**config.mk**
```make
export PLATFORM = sky130hd
export DESIGN_NAME = vlsu_vaddr_gen
export DESIGN_NICKNAME = d
export VERILOG_FILES = /design/src/rtl/vlsu_vaddr_gen.sv
export SDC_FILE = /design/constraint.sdc
export NUM_CORES = 1
export LEC_CHECK = 0
export CORE_MARGIN = 8
export CORE_UTILIZATION = 37
export DETAILED_ROUTE_END_ITERATION = 10
export HOLD_SLACK_MARGIN = 0.03
export SYNTH_ARGS = -nofsm -noshare
export SYNTH_HDL_FRONTEND = slang
export SYNTH_SLANG_ARGS = --single-unit
```
**constraint.sdc**
```tcl
create_clock -name clk_i -period 3.4 [get_ports clk_i]
set_input_delay 1.02 -clock clk_i [delete_from_list [all_inputs] [get_ports clk_i]]
set_output_delay 1.02 -clock clk_i [all_outputs]
set_load 0.01 [all_outputs]
```
**src/rtl/vlsu_vaddr_gen.sv**
```systemverilog
// VRF address generator for the VLSU: turns one register-access request into a
// stream of lane {set, off} addresses, one per beat, under valid/ready.
module vlsu_vaddr_gen #(
  parameter int unsigned NrVregs      = 16,
  parameter int unsigned NrAregs      = 16,
  parameter int unsigned NrBanks      = 4,
  parameter int unsigned NrSetPerVreg = 8,
  parameter int unsigned NrSetPerAreg = 16,
  localparam int unsigned AregBaseSet = NrVregs * NrSetPerVreg,
  localparam int unsigned NrVRFSets   = AregBaseSet + NrAregs * NrSetPerAreg,
  localparam int unsigned SetBits     = $clog2(NrVRFSets),
  localparam int unsigned OffBits     = $clog2(NrBanks),
  localparam int unsigned CapMax      = NrSetPerAreg * NrBanks,
  localparam int unsigned BeatBits    = $clog2(CapMax) + 1
) (
  input  logic                       clk_i,
  input  logic                       rst_i,
  input  logic                       req_valid_i,
  output logic                       req_ready_o,
  input  logic                       req_is_areg_i,
  input  logic [3:0]                 req_reg_i,
  input  logic [BeatBits-2:0]        req_start_i,
  input  logic [BeatBits-1:0]        req_nbeats_i,
  output logic                       addr_valid_o,
  input  logic                       addr_ready_i,
  output logic [SetBits+OffBits-1:0] addr_o,
  output logic                       addr_last_o,
  output logic                       err_o,
  output logic                       idle_o
);

  typedef enum logic {IDLE, RUN} state_e;

  state_e               state_q, state_d;
  logic [SetBits-1:0]   set_q, set_d;
  logic [OffBits-1:0]   off_q, off_d;
  logic [BeatBits-1:0]  rem_q, rem_d;
  logic                 valid_q, valid_d;
  logic                 last_q, last_d;
  logic                 err_q, err_d;
  logic                 idle_q, idle_d;

  logic [31:0] reg_w, start_w, nbeats_w, cap_w, base_w, avail_w, n_eff;
  logic        reg_bad, start_over, req_illegal;
  logic        req_hs, addr_hs;

  // Request decode is done in 32-bit unsigned arithmetic so no sum can wrap.
  assign reg_w    = 32'(req_reg_i);
  assign start_w  = 32'(req_start_i);
  assign nbeats_w = 32'(req_nbeats_i);
  assign cap_w    = req_is_areg_i ? 32'(NrSetPerAreg * NrBanks) : 32'(NrSetPerVreg * NrBanks);
  assign base_w   = req_is_areg_i ? 32'(AregBaseSet) + reg_w * 32'(NrSetPerAreg)
                                  : reg_w * 32'(NrSetPerVreg);
  assign reg_bad    = req_is_areg_i ? (reg_w >= 32'(NrAregs)) : (reg_w >= 32'(NrVregs));
  assign start_over = start_w >= cap_w;
  assign avail_w    = cap_w - start_w;
  assign n_eff      = (reg_bad || start_over) ? 32'd0
                    : ((nbeats_w < avail_w) ? nbeats_w : avail_w);
  assign req_illegal = (nbeats_w == 32'd0) || start_over
                    || ((start_w + nbeats_w) > cap_w) || reg_bad;

  assign addr_hs     = valid_q && addr_ready_i;
  assign req_ready_o = (state_q == IDLE) || ((state_q == RUN) && addr_ready_i && last_q);
  assign req_hs      = req_valid_i && req_ready_o;

  always_comb begin
    state_d = state_q;
    set_d   = set_q;
    off_d   = off_q;
    rem_d   = rem_q;
    last_d  = last_q;
    err_d   = 1'b0;
    if (addr_hs) begin
      rem_d  = rem_q - 1'b1;
      last_d = (rem_q == BeatBits'(2));
      // The address is left on the final beat so set never steps past the register.
      if (last_q) begin
        state_d = IDLE;
      end else if (off_q == OffBits'(NrBanks - 1)) begin
        off_d = '0;
        set_d = set_q + 1'b1;
      end else begin
        off_d = off_q + 1'b1;
      end
    end
    if (req_hs) begin
      err_d = req_illegal;
      if (n_eff != 32'd0) begin
        state_d = RUN;
        set_d   = SetBits'(base_w + (start_w >> OffBits));
        off_d   = req_start_i[OffBits-1:0];
        rem_d   = BeatBits'(n_eff);
        last_d  = (n_eff == 32'd1);
      end else begin
        state_d = IDLE;
      end
    end
    valid_d = (state_d == RUN);
    idle_d  = (state_d == IDLE);
  end

  always_ff @(posedge clk_i or posedge rst_i) begin
    if (rst_i) begin
      state_q <= IDLE;
      set_q   <= '0;
      off_q   <= '0;
      rem_q   <= '0;
      valid_q <= 1'b0;
      last_q  <= 1'b0;
      err_q   <= 1'b0;
      idle_q  <= 1'b1;
    end else begin
      state_q <= state_d;
      set_q   <= set_d;
      off_q   <= off_d;
      rem_q   <= rem_d;
      valid_q <= valid_d;
      last_q  <= last_d;
      err_q   <= err_d;
      idle_q  <= idle_d;
    end
  end

  assign addr_valid_o = valid_q;
  assign addr_o       = {set_q, off_q};
  assign addr_last_o  = last_q;
  assign err_o        = err_q;
  assign idle_o       = idle_q;

endmodule

```
======== Word level (Yosys, flattened, before mapping) ========
Cells that the tools add are included.
cells by class
  add/subtract/negate cells ............... 7
  $lt $le $gt $ge ......................... 4
  eq/ne operators ......................... 3
  mux-type cells .......................... 25
  bitwise logic cells ..................... 2
  reduce and logical (&&, ||, !) cells .... 10
operators by type and width
  operator                                                            count
  2-to-1 mux 32 bit                                                   2
  2-to-1 mux 9 bit                                                    6
  == test 32 x 1 -> 1 bit (second input constant)                     1
  logical NOT 32 bit                                                  1
  less-than comparator 7 x 32 -> 1 bit                                1
  nonzero test 32 bit                                                 1
  2-to-1 mux 7 bit                                                    4
  2-to-1 mux 2 bit                                                    5
  adder 8 x 8 -> 9 bit (first input constant)                         1
  adder 9 x 1 -> 9 bit (second input constant)                        1
  adder 9 x 4 -> 9 bit                                                1
  adder 6 x 7 -> 8 bit                                                1
  greater-than comparator 8 x 7 -> 1 bit                              1
  2-to-1 mux 1 bit                                                    8
  subtractor 7 x 6 -> 8 bit                                           1
  == test 7 x 2 -> 1 bit (second input constant)                      1
  greater-or-equal comparator 6 x 7 -> 1 bit                          1
  subtractor 7 x 1 -> 7 bit (second input constant)                   1
  greater-or-equal comparator 4 x 5 -> 1 bit (second input constant)  1
  logical OR 1 bit                                                    5
  logical AND 1 bit                                                   3
  adder 2 x 1 -> 2 bit (second input constant)                        1
  == test 2 bit (second input constant)                               1
  inverter 1 bit                                                      2
storage, ports and cells
  register bits after elaboration ......... 22
  output and inout bits ................... 16

======== Logic depth before layout (Yosys ltp) ========
  word-level depth ........................ 9
  depth in mapped cells ................... 13
  depth with buffers taken out ............ 13

======== Worst setup path before layout ========
OpenSTA, ideal clock, no wires.
  path type ............................... input-to-reg
  start point ............................. input req_is_areg_i
  end point ............................... register set_q[2]
  arrival time ............................ 3625 ps
  data required time ...................... 3275 ps
  slack ................................... -350 ps
  stages on the path ...................... 12
  path buffers ............................ 2
  path through ............................ inv_1 ha_1 xnor2_1 inv_1 ha_1 a211o_1 or3_1 clkbuf_1 nor4b_2 a21o_1 buf_6 mux2_4
between the ends
  cells in the longest elaborated chain, start to end .. 8
  elaborated cells between the ends (all ways) .. 12
  classes of those cells .................. add/sub: 2; order compare: 2; mux: 6; reduce/logical: 2
ends and longest elaborated chain
  item                                  RTL line  RTL
  start: declaration                    20        input logic req_is_areg_i,
  2-to-1 mux 7 bit                      51        assign cap_w = req_is_areg_i ? 32'(NrSetPerAreg * NrBanks) : 32'(NrSetPerVreg * NrBanks);
  subtractor 7 x 6 -> 8 bit             56        assign avail_w = cap_w - start_w;
  less-than comparator 7 x 32 -> 1 bit  58        : ((nbeats_w < avail_w) ? nbeats_w : avail_w);
  2-to-1 mux 32 bit                     58
  2-to-1 mux 32 bit                     57        assign n_eff = (reg_bad || start_over) ? 32'd0
  nonzero test 32 bit                   88        if (n_eff != 32'd0) begin
  2-to-1 mux 9 bit (*)                  88
  2-to-1 mux 9 bit (*)                  86        if (req_hs) begin
  net set_d[2]                          35        logic [SetBits-1:0] set_q, set_d;
  end signal: assignment                114       set_q <= set_d;
  end: declaration                      35
Mark *: on every way through the listed nets, which the timed path passes. The rest lies on a longest branch.

======== Worst setup path after layout ========
  start point ............................. input req_is_areg_i
  end point ............................... register set_q[3]
The elaborated chain is that of the path after synthesis.

==> results.toml <==
[placement]
portBuffers = 37
gp_routability_congestion = 0.892
hpwl_um = 4710

[sta]
fin_crit_ps = 3330
report.final.slew_viol_count = 0
finalSetupViolations = 0
fmax_mhz = 301
timing_hold_violations_final = 0
slew_headroom = 0.433
tightest_slew_ps = 850
holdWs_ps = 601
fin_crit_sh = 0.979
skew_ps = 1.95
rsz0062_at_grt = "no"

[global_route]
grt_pass1_wl_um = 9530
use_met3 = 0.0165
grt_max_degree = 23
grt_use_total = 0.136
met1_usage = 0.172
antenna_found_initial = 0
gr-total-overflow = 0
met2_usage = 0.232
grt_busiest_layer = "met2"
grt_pass1_vias = 2059

[floorplanning]
dieArea_um2 = 8340
dieHeight_um = 91.3
num_rows = 27
num_io_pins = 38
initial_core_util = 0.381
core_area_um2 = 5510
die_w_um = 91.3

[synthesis]
ys_warn_count = 0
synth.distinct_cells = 51
synthTopCellsByArea = "dfrtp_1, ha_1, xnor2_1"
synth.top_cells.by_count = "ha_1, dfrtp_1, a21oi_1, inv_1, xnor2_1"
ys_seq_area_frac = 0.263
postSynthAreaPerCell_um2 = 9.04
synth_top_cell_by_area = "dfrtp_1"
synth-seq-cells = 22
synthCells = 232
synth_most_common_cell = "ha_1"
syn_area_um2 = 2100
ys.flop_type = "dfrtp_1"
synth_edf_count = 0
async_flop_share = 1.00
syn_nets = 279
netlist.area_leader.share = 0.250

[critical_path]
critPathMaxStageDelay_ps = 380
cp-end-kind = "register"
cp_max_fo = 7
timing.rr.end = "set_q[8]"
reg2reg_from = "addr_valid_o"
crit_start = "req_is_areg_i"
rrSetupSlack_ps = 1230
cpMaxStageDelayCell = "or3_4"
critPathKind = "input port to register"
critPathArrivalTime_ps = 3480
reg2reg_depth = 8
setup.worst_path.end = "set_q[3]"
worstPathRequired_ps = 3550
start_kind = "input port"
crit_chain = "buf_2, clkinvlp_4, ha_4, and3_1, a22oi_2, and2_4, ha_2, a211o_1, or3_4, nor4b_4, a21o_4, mux2_4"

[detailed_routing]
drtIter0Drc = 47
routedWlPerCell_um = 14.6
wl_um = 5820
drt-pass1-iter-count = 4
vias_per_cell = 5.04
antenna_left = 0
dr_total_vias = 2015
drcViolationCount = 0

[clock_network]
clockRootBuffer = "clkbuf_8"
cts.clk_slew.worst_paths_ps = 80
cts_buffer_depth = 2
numCtsBuffers = 3
cts-hold-fix-buffers = 0
clock_latency_ps = 260
cts_tree = "yes"
htreeDepth = 1
cts.sinks = 22

[final_layout]
num_antenna_cells = 0
layout-drive-gt1-share = 0.354
nNetsFinal = 376
syn_to_final_growth_pct = 53.2
post-route-util = 0.584

[status]
status = "completed"

[pwr]
pwr_density_cell_nw_per_um2 = 524
power.leakage_nw = 1.45
irDropWorstVdd_mv = 0.273

[run]
drv_cap = 0

[min_path]
worstHoldPathType = "register to register"
[area by class of cell]
class / instances / area [um^2]
inverters: 16 / 63.8
clock buffers: 4 / 55.1
flip-flops and latches: 22 / 552
repair buffers: 96 / 797
fillers: 496 / 2290
multi-input cells: 190 / 1660
well taps: 72 / 90.1
[flip-flops by register name, summed over array words and instances (netlist names)]
name	count
addr_last_o	1
addr_valid_o	1
err_o	1
idle_o	1
off_q	2
rem_q	7
set_q	9
[cell usage in the layout (no fill, tap or decap), types with 4 or more instances in the layout]
cell type / n
buf_4: 56
clkdlybuf4s50_1: 26
dfrtp_1: 21
ha_1: 18
nor2_1: 15
xnor2_1: 14
nand2_1: 12
a21oi_1: 12
xor2_1: 11
inv_1: 9
o21ai_0: 8
mux2i_1: 7
inv_2: 6
nand3_1: 6
clkbuf_2: 6
a21oi_2: 5
nand4_1: 5
o22ai_1: 5
ha_4: 5
nor3b_1: 4
nor4_1: 4
mux2_4: 4
clkbuf_8: 4
[where the power goes]
part	leakage (nW)	internal (mW)	switching, mW
Combinational	1.15	0.564	0.423
Sequential	0.264	0.393	0.116
Clock	0.0288	0.103	0.0851
[worst min path at each step]
| stage | startpoint | end | slack [ps] | cells past startpoint |
|---|---|---|---|---|
| after floorplan | rem_q[5] | rem_q[5] | 540 | 2 |
| after detailed placement | rem_q[5] | rem_q[5] | 580 | 2 |
| final | rem_q[4] | rem_q[4] | 600 | 2 |
| after global routing | rem_q[3] | rem_q[3] | 650 | 2 |
| after CTS | rem_q[4] | rem_q[4] | 600 | 2 |
| after global placement | rem_q[5] | rem_q[5] | 570 | 2 |
[per-stage QoR]
step | power [mW] | setup TNS [ps] | cell area [um^2] | worst slack, ps | instances
final | 1.69 | 0 | 3210 | 72.3 | 400
after global routing | 1.82 | 0 | 3210 | 5.55 | 400
after CTS | 1.67 | 0 | 3120 | 12.9 | 397
after detailed placement | 1.46 | -14430 | 2970 | -740 | 388
after global placement | 1.44 | -13280 | 2970 | -681 | 388
after floorplan | 1.04 | -1800 | 2170 | -200 | 232
[cell families (layout without fill, tap and decap cells)]
family	count (synthesis)	after routing	share of synthesized area
AO/OA/AOI/OAI	53	53	0.165
XOR/XNOR	27	27	0.113
adder cells (fa/ha/maj)	25	25	0.153
buffers and inverters	20	116	0.0429
flip-flops	22	22	0.263
multiplexers	13	13	0.0728
AND/OR/NAND/NOR	72	72	0.191
[worst max-delay path: cells and delay by family]
family | cells | cell delay, ps
AO/OA/AOI/OAI | 3 | 570
adder cells (fa/ha/maj) | 2 | 500
buffers and inverters | 2 | 220
multiplexers | 1 | 300
AND/OR/NAND/NOR | 4 | 870
[routing by layer]
| metal | vias to the layer above | routed length, um |
|---|---|---|
| met5 | - | 0 |
| met4 | 0 | 97 |
| met3 | 7 | 197 |
| met2 | 34 | 2740 |
| met1 | 930 | 2790 |
| li1 | 1044 | - |
[timing repair]
action / CTS / global route
buffers inserted: 5 / 3
pin swaps: 9 / 19
resized for setup: 29 / 34
endpoints found under the setup margin: 22 / 21
No activity file was read; power rests on OpenSTA's default activity.
